`src/rtl/u74hc595_sipo.sv`:
```
// Cycle-based 74HC595 serial-in/parallel-out shift register with storage latch and output delay pipe.
// Optional tri-state q outputs are enabled by defining U74HC595_TRISTATE_EN.
module u74hc595_sipo #(
  parameter int         DELAY = 2,     // output delay in clk cycles, 1..15
  parameter logic [7:0] IC    = 8'h00  // power-on/reset value of sr and st
) (
  input  logic       clk,
  input  logic       rst,
  input  logic       ser,
  input  logic       srclk,
  input  logic       rclk,
  input  logic       srclr_n,
  input  logic       oe_n,
  output logic [7:0] q,
  output logic       qh_prime,
  input  logic       vcc,
  input  logic       gnd
);

  typedef struct packed {
    logic [7:0] st;
    logic       qh;
  } tap_t;

  logic [7:0]            sr_q, sr_d;
  logic [7:0]            st_q, st_d;
  logic                  srclk_dly_q, srclk_dly_d;
  logic                  rclk_dly_q, rclk_dly_d;
  tap_t [DELAY-1:0]      pipe_q, pipe_d;
  logic                  sr_edge, r_edge;
  tap_t                  tap_out;

  always_comb begin
    // NOTE: every signal gets a default before any branch, so no latch can be inferred.
    sr_edge     = srclk & ~srclk_dly_q;
    r_edge      = rclk & ~rclk_dly_q;
    srclk_dly_d = srclk;
    rclk_dly_d  = rclk;

    sr_d = sr_q;
    if (!srclr_n)     sr_d = 8'h00;
    else if (sr_edge) sr_d = {sr_q[6:0], ser};

    // Storage takes the pre-shift byte, so a simultaneous shift+latch stores the old value.
    st_d = r_edge ? sr_q : st_q;

    // Stage 0 loads the next-state values, so a change on edge N reaches the last stage on edge N+DELAY-1.
    pipe_d    = pipe_q;
    pipe_d[0] = '{st: st_d, qh: sr_d[7]};
    for (int i = 1; i < DELAY; i++) pipe_d[i] = pipe_q[i-1];
  end

  always_ff @(posedge clk or posedge rst) begin
    if (rst) begin
      sr_q        <= IC;
      st_q        <= IC;
      srclk_dly_q <= 1'b0;
      rclk_dly_q  <= 1'b0;
      // NOTE: the delay pipe is reset too, so outputs show IC immediately during reset.
      pipe_q      <= {DELAY{IC, IC[7]}};
    end else begin
      // NOTE: non-blocking assignments keep all state updates on the same edge order-independent.
      sr_q        <= sr_d;
      st_q        <= st_d;
      srclk_dly_q <= srclk_dly_d;
      rclk_dly_q  <= rclk_dly_d;
      pipe_q      <= pipe_d;
    end
  end

  assign tap_out  = pipe_q[DELAY-1];
  assign qh_prime = tap_out.qh;

`ifdef U74HC595_TRISTATE_EN
  assign q = oe_n ? 8'bz : tap_out.st;

  logic unused_pins;
  assign unused_pins = ^{vcc, gnd};
`else
  assign q = tap_out.st;

  logic unused_pins;
  assign unused_pins = ^{vcc, gnd, oe_n};
`endif

endmodule

```
`config.mk`:
```
export PLATFORM = sky130hd
export DESIGN_NAME = u74hc595_sipo
export DESIGN_NICKNAME = d
export VERILOG_FILES = /design/src/rtl/u74hc595_sipo.sv
export SDC_FILE = /design/constraint.sdc
export NUM_CORES = 1
export LEC_CHECK = 0
export CORE_MARGIN = 2
export CORE_UTILIZATION = 56
export CTS_BUF_LIST = sky130_fd_sc_hd__clkbuf_4 sky130_fd_sc_hd__clkbuf_8
export DETAILED_ROUTE_END_ITERATION = 16
export PLACE_DENSITY_LB_ADDON = 0.3
export SLEW_MARGIN = 20
export SYNTH_ARGS = -nofsm -noshare
export SYNTH_HDL_FRONTEND = slang
export SYNTH_SLANG_ARGS = --single-unit
export TNS_END_PERCENT = 50
```
`constraint.sdc`:
```
create_clock -name clk -period 2.8 [get_ports clk]
set_input_delay 0.42 -clock clk [delete_from_list [all_inputs] [get_ports clk]]
set_output_delay 0.42 -clock clk [all_outputs]
set_load 0.02 [all_outputs]
```
==> results.yml, run 1 <==
cells_and_area:
  n_antenna_cell: 0
  syn_to_final_growth_pct: 19.7
  drive_gt1_frac: 0.200
  layout.nets: 85
global_route:
  gr-total-overflow: 0
  grt_pass1_vias: 490
  grt_pass1_wl_mm: 2.13
  grtUsageTotal: 0.152
  grt_max_degree: 28
  antenna_found_initial: 0
worst_setup_path:
  worst-path-buf-inv: 1
  path_class: "reg -> out"
  cp-start-kind: "flip-flop"
  rrSetupSlack_ns: 1.71
  cp_top_family: "buffers and inverters"
  cp_max_fo: 1
  cp_slowest_stage_delay_ns: 0.61
  required_ns: 2.38
  reg2reg_from: "rclk_dly_q$_DFF_PP0_"
  worst-r2r-cell-count: 2
  cp_cell_sequence: "clkdlybuf4s50_1"
  cp_data_arrival_time_ns: 1.27
  crit_slowest_cell: "clkdlybuf4s50_1"
  end_kind: "output port"
  reg2reg_to: "pipe_d[14]$_DFFE_PP0P_"
timing:
  hold_viol: 0
  whs_ns: 0.387
  slew_violations: 0
  finalCritPeriodShare: 0.605
  rsz0062_at_grt: "no"
  slew_headroom: 0.685
  worstMarginPinSlew_ns: 0.473
  max_freq_ghz: 0.591
  period_minus_slack_ns: 1.69
  finalSetupViolations: 0
  finalClockSkew_ns: 0.00484
  fin_tns_setup_ns: 0
yosys:
  synth_area_um2: 941
  synth.distinct_cells: 11
  yosys_warnings: 0
  synth_nets: 67
  synthTopCellsByArea: "dfrtp_1, mux2i_1, mux2_4"
  yosysTopAreaCellShare: 0.718
  avgSynthCellArea_um2: 16.2
  ys_seq_area_frac: 0.718
  synth_largest_area_cell: "dfrtp_1"
  ys_ff_latch: 27
  netlist_instances: 58
routing:
  via_per_inst: 5.10
  drt_iter0_drc: 3
  wirelength_mm: 1.19
  dr.pass1.iters: 4
  route.antenna.remaining_nets: 0
  vias: 464
  wl_per_cell_um: 13.1
  drc_errors: 0
power:
  powerDensity_nw_per_um2: 536
  vdd_drop_max_mv: 0.488
  p_leak_nw: 0.585
placed_design:
  dpl.hpwl_um: 848
  port_buffers: 14
  gp_congestion: 0.714
hold_path:
  hold_end: "q[0]$_DFF_PP0_"
  holdPathStages: 0
  hp-start: "pipe_d[10]$_DFFE_PP0P_"
  hp-class: "reg -> reg"
floorplan:
  io_pins: 18
  core_um2: 1540
  initial_core_util: 0.610
  die_h_um: 45.0
  fp-row-count: 14
  die_w_um: 45.0
  die_area_um2: 2020
cts:
  cts_num_sinks: 27
  cts_root_buffer: "clkbuf_4"
  tritoncts: "yes"
  ctsHoldBuffers: 0
  cts_inserted_buffers: 3
  cts.repair.resized: 0
  post_cts_buffers: 0
  h-tree-depth: 1
  cts_buffer_depth: 2
  clk_pin_slew_worst_paths_ns: 0.12
  worstSkewPairLatency_ns: 0.32
job:
  maxCapViolations: 0
status:
  status: "finished clean"
[cell usage after synthesis]
cell      instances
dfrtp_1          27
nand2_1           9
mux2i_1           8
mux2_2            4
mux2_4            4
and2b_4           1
buf_4             1
clkbuf_2          1
inv_1             1
nand2b_1          1
nand2b_4          1
[power by group]
group | switching (W) | leakage [nW] | internal, W
combinational | 0.0000202 | 0.195 | 0.0000184
clock | 0.000101 | 0.0184 | 0.0000654
sequential | 0.00000228 | 0.371 | 0.000396
total | 0.000124 | 0.585 | 0.000480
[state kept, by name (all words and copies together) (netlist names)]
signal       count
sr_q             7
rclk_dly_q       1
q                8
srclk_dly_q      1
pipe_d           9
qh_prime         1
[placed cells by master (no fill, tap or decap), drive strengths merged]
| cell | instances |
|---|---|
| nand2b | 2 |
| and2b | 1 |
| buf | 1 |
| clkbuf | 4 |
| mux2i | 8 |
| clkdlybuf4s50 | 14 |
| dfrtp | 27 |
| mux2 | 8 |
| nand2 | 9 |
| inv | 1 |
[cell families after synthesis]
kind of cell	count (synthesis)	synth area share
buf+inv	3	0.0173
mux	16	0.197
flops	27	0.718
simple gates	12	0.0678
[layer usage]
metal	vias to the layer above	share of wire	wire, um	global-route usage
li1	223	-	-	-
met1	222	0.49	588	0.202
met2	16	0.43	518	0.237
met3	3	0.053	63	0.0240
met4	0	0.020	24	0.0882
met5	-	0	0	0
[per-stage QoR]
| stage | power [W] | std cells | setup WS, ns | util | area, um2 |
|---|---|---|---|---|---|
| global placement | 0.000444 | 87 | 1.18 | 0.711 | 1100 |
| detailed placement | 0.000445 | 87 | 1.17 | 0.711 | 1100 |
| finish | 0.000603 | 91 | 1.11 | 0.731 | 1130 |
| floorplan | 0.000429 | 58 | 1.76 | - | 941 |
| CTS | 0.000611 | 91 | 1.09 | 0.731 | 1130 |
| global route | 0.000625 | 91 | 1.06 | 0.731 | 1130 |
[layout make-up]
cell class | instances | area, um2
inverters | 1 | 3.75
flip-flops and latches | 27 | 676
fillers | 109 | 415
repair buffers | 15 | 148
multi-input cells | 28 | 249
clock buffers | 4 | 30.0
well taps | 16 | 20.0
[how the worst max path moves through the flow]
stage	from	end	slack, ns	depth (start not counted)
4_1_cts	q[0]$_DFF_PP0_	q[0]	1.09	1
2_1_floorplan	rclk_dly_q$_DFF_PP0_	pipe_d[13]$_DFFE_PP0P_	1.76	2
6_report	q[0]$_DFF_PP0_	q[0]	1.11	1
3_5_place_dp	rclk	pipe_d[14]$_DFFE_PP0P_	1.17	3
3_3_place_gp	rclk	pipe_d[14]$_DFFE_PP0P_	1.18	3
5_1_grt	q[6]$_DFF_PP0_	q[6]	1.06	1
Note: power is estimated with default switching activity, not from simulation.
==> run 2: changes to the inputs <==
--- a/config.mk
+++ b/config.mk
@@ -6,7 +6,7 @@
 export NUM_CORES = 1
 export LEC_CHECK = 0
 export CORE_MARGIN = 2
-export CORE_UTILIZATION = 56
+export CORE_UTILIZATION = 52
 export CTS_BUF_LIST = sky130_fd_sc_hd__clkbuf_4 sky130_fd_sc_hd__clkbuf_8
 export DETAILED_ROUTE_END_ITERATION = 16
 export PLACE_DENSITY_LB_ADDON = 0.3
==> constraint.sdc (replaced) <==
create_clock -name clk -period 1.8 [get_ports clk]
set_input_delay 0.27 -clock clk [delete_from_list [all_inputs] [get_ports clk]]
set_output_delay 0.27 -clock clk [all_outputs]
set_load 0.02 [all_outputs]
==> results.yml, run 2 (synthesis gave the netlist of run 1 again) <==
worst_setup_path:
  cp-start-kind: "flip-flop"
  worst-path-buf-inv: 1
  crit_slowest_cell: "clkdlybuf4s50_1"
  path_class: "reg -> out"
  cp_slowest_stage_delay_ns: 0.60
  cp_top_family: "buffers and inverters"
  cp_data_arrival_time_ns: 1.30
  cp_cell_sequence: "clkdlybuf4s50_1"
  required_ns: 1.53
  end_kind: "output port"
  cp_max_fo: 1
timing:
  hold_viol: 0
  slew_headroom: 0.673
  finalSetupViolations: 0
  max_freq_ghz: 0.637
  finalCritPeriodShare: 0.872
  rsz0062_at_grt: "no"
  finalClockSkew_ns: 0.0179
  fin_tns_setup_ns: 0
  slew_violations: 0
  period_minus_slack_ns: 1.57
  fin_ws_ns: 0.230
  worstMarginPinSlew_ns: 0.490
  whs_ns: 0.274
floorplan:
  core_um2: 1710
  initial_core_util: 0.551
  io_pins: 18
  fp-row-count: 15
  die_w_um: 46.5
  die_area_um2: 2170
  die_h_um: 46.5
cts:
  cts_buffer_depth: 2
  cts_root_buffer: "clkbuf_4"
  cts_inserted_buffers: 3
  ctsHoldBuffers: 0
  clk_pin_slew_worst_paths_ns: 0.15
  h-tree-depth: 1
  cts_num_sinks: 27
  post_cts_buffers: 0
  worstSkewPairLatency_ns: 0.33
  cts.repair.resized: 0
  tritoncts: "yes"
power:
  p_clk_frac: 0.278
  switching_share: 0.223
  p_leak_nw: 0.580
  net-switching-power_w: 0.000210
  combPwrFrac: 0.063
  finalPower_w: 0.000939
  p_int_w: 0.000729
  powerDensity_nw_per_um2: 826
  pwr-share-seq: 0.659
  vdd_drop_max_mv: 0.575
routing:
  via_per_inst: 4.74
  drt_iter0_drc: 0
  route.antenna.remaining_nets: 0
  wirelength_mm: 1.18
  wl_per_cell_um: 11.8
  dr.pass1.iters: 1
  vias: 474
  drc_errors: 0
placed_design:
  dpl.hpwl_um: 856
  gp_congestion: 0.729
  port_buffers: 14
  pre_cts_ws_ns: 0.327
cells_and_area:
  syn_to_final_growth_pct: 20.9
  largest_reg_flops: 9
  drive_gt1_frac: 0.200
  n_antenna_cell: 0
  layout.nets: 85
  final_common_cell: "dfrtp_1"
  mostFrequentLayoutCells: "dfrtp_1, clkdlybuf4s50_1, nand2_1"
global_route:
  grt_pass1_wl_mm: 2.10
  antenna_found_initial: 0
  grt_pass1_vias: 465
  grtUsageTotal: 0.145
  grt_max_degree: 28
  gr-total-overflow: 0
hold_path:
  hp-class: "in -> async"
job:
  maxCapViolations: 0
status:
  status: "finished clean"
==> run 2: cell count changes in the layout (fill, tap and decap cells not counted), sizes merged <==
cell      before  now
clkinvlp       0    1
clkbuf         4    3
==> run 2: worst min-delay path, stage by stage <==
cell and delay (ns):
clkdlybuf4s50_1 0.40, inv_1 0.05, buf_4 0.31
==> run 2: layout make-up <==
cell class | count | area, um2
Tap cell | 25 | 31.3
Inverter | 1 | 3.75
Multi-Input combinational cell | 28 | 249
Timing Repair Buffer | 15 | 148
Fill cell | 115 | 571
Clock buffer | 3 | 22.5
Clock inverter | 1 | 7.51
Sequential cell | 27 | 676
==> run 2: worst paths after layout <==
check | start | end | slack [ns] | cells past startpoint
max | q[1]$_DFF_PP0_ | q[1] | 0.23 | 1
min | rst | pipe_d[15]$_DFFE_PP0P_ | 0.27 | 3
max reg2reg | srclk_dly_q$_DFF_PP0_ | sr_q[2]$_DFFE_PP0P_ | 0.73 | 2
min reg2reg | pipe_d[11]$_DFFE_PP0P_ | q[1]$_DFF_PP0_ | 0.38 | 0
max in group asynchronous | rst | q[2]$_DFF_PP0_ | 1.27 | 3
min in group clk | pipe_d[11]$_DFFE_PP0P_ | q[1]$_DFF_PP0_ | 0.38 | 0
==> run 2: stage by stage <==
step / util / instance area (um2) / instances
CTS: 0.666 / 1140 / 100
global placement: 0.648 / 1110 / 96
floorplan: - / 941 / 58
detailed placement: 0.648 / 1110 / 96
global route: 0.666 / 1140 / 100
finish: 0.666 / 1140 / 100
==> run 2: layer usage <==
metal  part of all wire  GRT usage  vias to the layer above  wire length, um
met3              0.047     0.0353                        2               56
met5                  0          0                        -                0
li1                   -          -                      224                -
met4              0.021     0.0686                        0               25
met2               0.48      0.225                       15              562
met1               0.45      0.191                      233              537
==> run 2: power groups by stage <==
stage | combinational [W] | clock, W | sequential (W)
2_1_floorplan | 0.0000343 | 0 | 0.000633
3_3_place_gp | 0.0000596 | 0 | 0.000630
3_5_place_dp | 0.0000601 | 0 | 0.000631
4_1_cts | 0.0000602 | 0.000267 | 0.000619
5_1_grt | 0.0000653 | 0.000292 | 0.000620
6_report | 0.0000590 | 0.000261 | 0.000619
==> run 3: changes to the inputs <==
--- a/config.mk
+++ b/config.mk
@@ -5,11 +5,14 @@
 export SDC_FILE = /design/constraint.sdc
 export NUM_CORES = 1
 export LEC_CHECK = 0
+export CELL_PAD_IN_SITES_DETAIL_PLACEMENT = 1
+export CELL_PAD_IN_SITES_GLOBAL_PLACEMENT = 1
+export CORE_ASPECT_RATIO = 1.4
 export CORE_MARGIN = 2
-export CORE_UTILIZATION = 52
+export CORE_UTILIZATION = 43
 export CTS_BUF_LIST = sky130_fd_sc_hd__clkbuf_4 sky130_fd_sc_hd__clkbuf_8
 export DETAILED_ROUTE_END_ITERATION = 16
-export PLACE_DENSITY_LB_ADDON = 0.3
+export PLACE_DENSITY = 0.87
 export SLEW_MARGIN = 20
 export SYNTH_ARGS = -nofsm -noshare
 export SYNTH_HDL_FRONTEND = slang
==> results.yml, run 3 (synthesis gave the netlist of run 1 again) <==
worst_setup_path:
  cp_max_fo: 1
  required_ns: 1.53
  path_class: "reg -> out"
  cp-start-kind: "flip-flop"
  crit_slowest_cell: "clkdlybuf4s50_1"
  cp_top_family: "buffers and inverters"
  worst-path-buf-inv: 1
  cp_data_arrival_time_ns: 1.27
  cp_slowest_stage_delay_ns: 0.60
  rrSetupSlack_ns: 0.68
  end_kind: "output port"
  cp_cell_sequence: "clkdlybuf4s50_1"
cts:
  cts_num_sinks: 27
  ctsHoldBuffers: 0
  tritoncts: "yes"
  post_cts_buffers: 0
  worstSkewPairLatency_ns: 0.32
  clk_pin_slew_worst_paths_ns: 0.13
  cts_inserted_buffers: 3
  cts.repair.resized: 0
  cts_root_buffer: "clkbuf_4"
  h-tree-depth: 1
  cts_buffer_depth: 2
routing:
  drt_iter0_drc: 5
  drc_errors: 0
  route.met3.wl_um: 43
  wirelength_mm: 1.51
  via_per_inst: 4.97
  vias: 482
  met1_length_um: 659
  route.antenna.remaining_nets: 0
  met2RoutedLength_um: 752
  wl_per_cell_um: 15.6
  dr.pass1.iters: 2
  maxUsedRoutingLayer: "met4"
placed_design:
  dpl.hpwl_mm: 1.09
  port_buffers: 14
  pre_cts_ws_ns: 0.301
  gp_congestion: 0.714
power:
  combPwrFrac: 0.064
  p_clk_frac: 0.283
  p_leak_nw: 0.585
  p_int_w: 0.000746
  pwr-share-seq: 0.653
  switching_share: 0.213
  net-switching-power_w: 0.000202
  vdd_drop_max_mv: 0.357
  powerDensity_nw_per_um2: 837
timing:
  fin_tns_setup_ns: 0
  finalSetupViolations: 0
  finalClockSkew_ns: 0.00191
  period_minus_slack_ns: 1.54
  slew_violations: 0
  fin_ws_ns: 0.255
  slew_headroom: 0.678
  rsz0062_at_grt: "no"
  whs_ns: 0.307
  worstMarginPinSlew_ns: 0.482
  max_freq_ghz: 0.647
  finalCritPeriodShare: 0.858
  hold_viol: 0
cells_and_area:
  largest_reg_flops: 9
  seqCellArea_um2: 676
  multi_input_area_um2: 249
  layout.nets: 85
  n_antenna_cell: 0
  fillers: 206
  drive_gt1_frac: 0.200
  final_common_cell: "dfrtp_1"
  syn_to_final_growth_pct: 20.5
  mostFrequentLayoutCells: "dfrtp_1, clkdlybuf4s50_1, nand2_1"
floorplan:
  die_h_um: 59.4
  fp-row-count: 20
  die_area_um2: 2580
  io_pins: 18
  core_um2: 2130
  die_w_um: 43.5
  initial_core_util: 0.442
global_route:
  grt_max_degree: 28
  antenna_found_initial: 0
  grtUsageTotal: 0.141
  grt_pass1_wl_mm: 2.53
  grt_pass1_vias: 531
  gr-total-overflow: 0
status:
  status: "finished clean"
hold_path:
  hp-class: "in -> async"
job:
  maxCapViolations: 0
run 3: cell types whose count changed in the layout (fill, tap and decap cells not counted), sizes merged:
cell	previous run	this run
clkinvlp	1	0
clkbuf	3	4
run 3: per-layer routing:
layer / up-vias / track usage
met5: - / 0
met4: 0 / 0.117
met3: 5 / 0.0183
met2: 11 / 0.224
met1: 242 / 0.169
li1: 224 / -
run 3: worst min-delay path: cells and delay by family:
kind | cells | cell delay (ns)
buffers and inverters | 3 | 0.78
run 3: final cells by class:
type                       count  share of cell area
timing repair buffer          15               0.130
tap                           22              0.0243
sequential                    27               0.596
multi-input combinational     28               0.220
clock buffer                   4              0.0265
inverter                       1             0.00331
run 3: power by group through the flow:
stage               Combinational, W  Clock, W  Sequential [W]
finish                     0.0000609  0.000268        0.000620
global route               0.0000663  0.000304        0.000621
CTS                        0.0000624  0.000281        0.000620
detailed placement         0.0000623         0        0.000632
global placement           0.0000592         0        0.000630
floorplan                  0.0000343         0        0.000633
run 3: final timing paths:
path,depth (start not counted),endpoint,start
worst max-delay path,1,q[4],q[4]$_DFF_PP0_
worst min-delay path,3,q[0]$_DFF_PP0_,rst
worst max register to register,2,pipe_d[15]$_DFFE_PP0P_,rclk_dly_q$_DFF_PP0_
worst min register to register,0,q[1]$_DFF_PP0_,pipe_d[11]$_DFFE_PP0P_
max in group asynchronous,3,pipe_d[14]$_DFFE_PP0P_,rst
min in group clk,0,q[1]$_DFF_PP0_,pipe_d[11]$_DFFE_PP0P_
run 3: per-stage QoR:
stage,cells,util,power (W),instance area (um2)
CTS,97,0.533,0.000963,1130
global placement,93,0.519,0.000689,1100
floorplan,58,-,0.000667,941
global route,97,0.533,0.000991,1130
detailed placement,93,0.519,0.000694,1100
finish,97,0.533,0.000949,1130
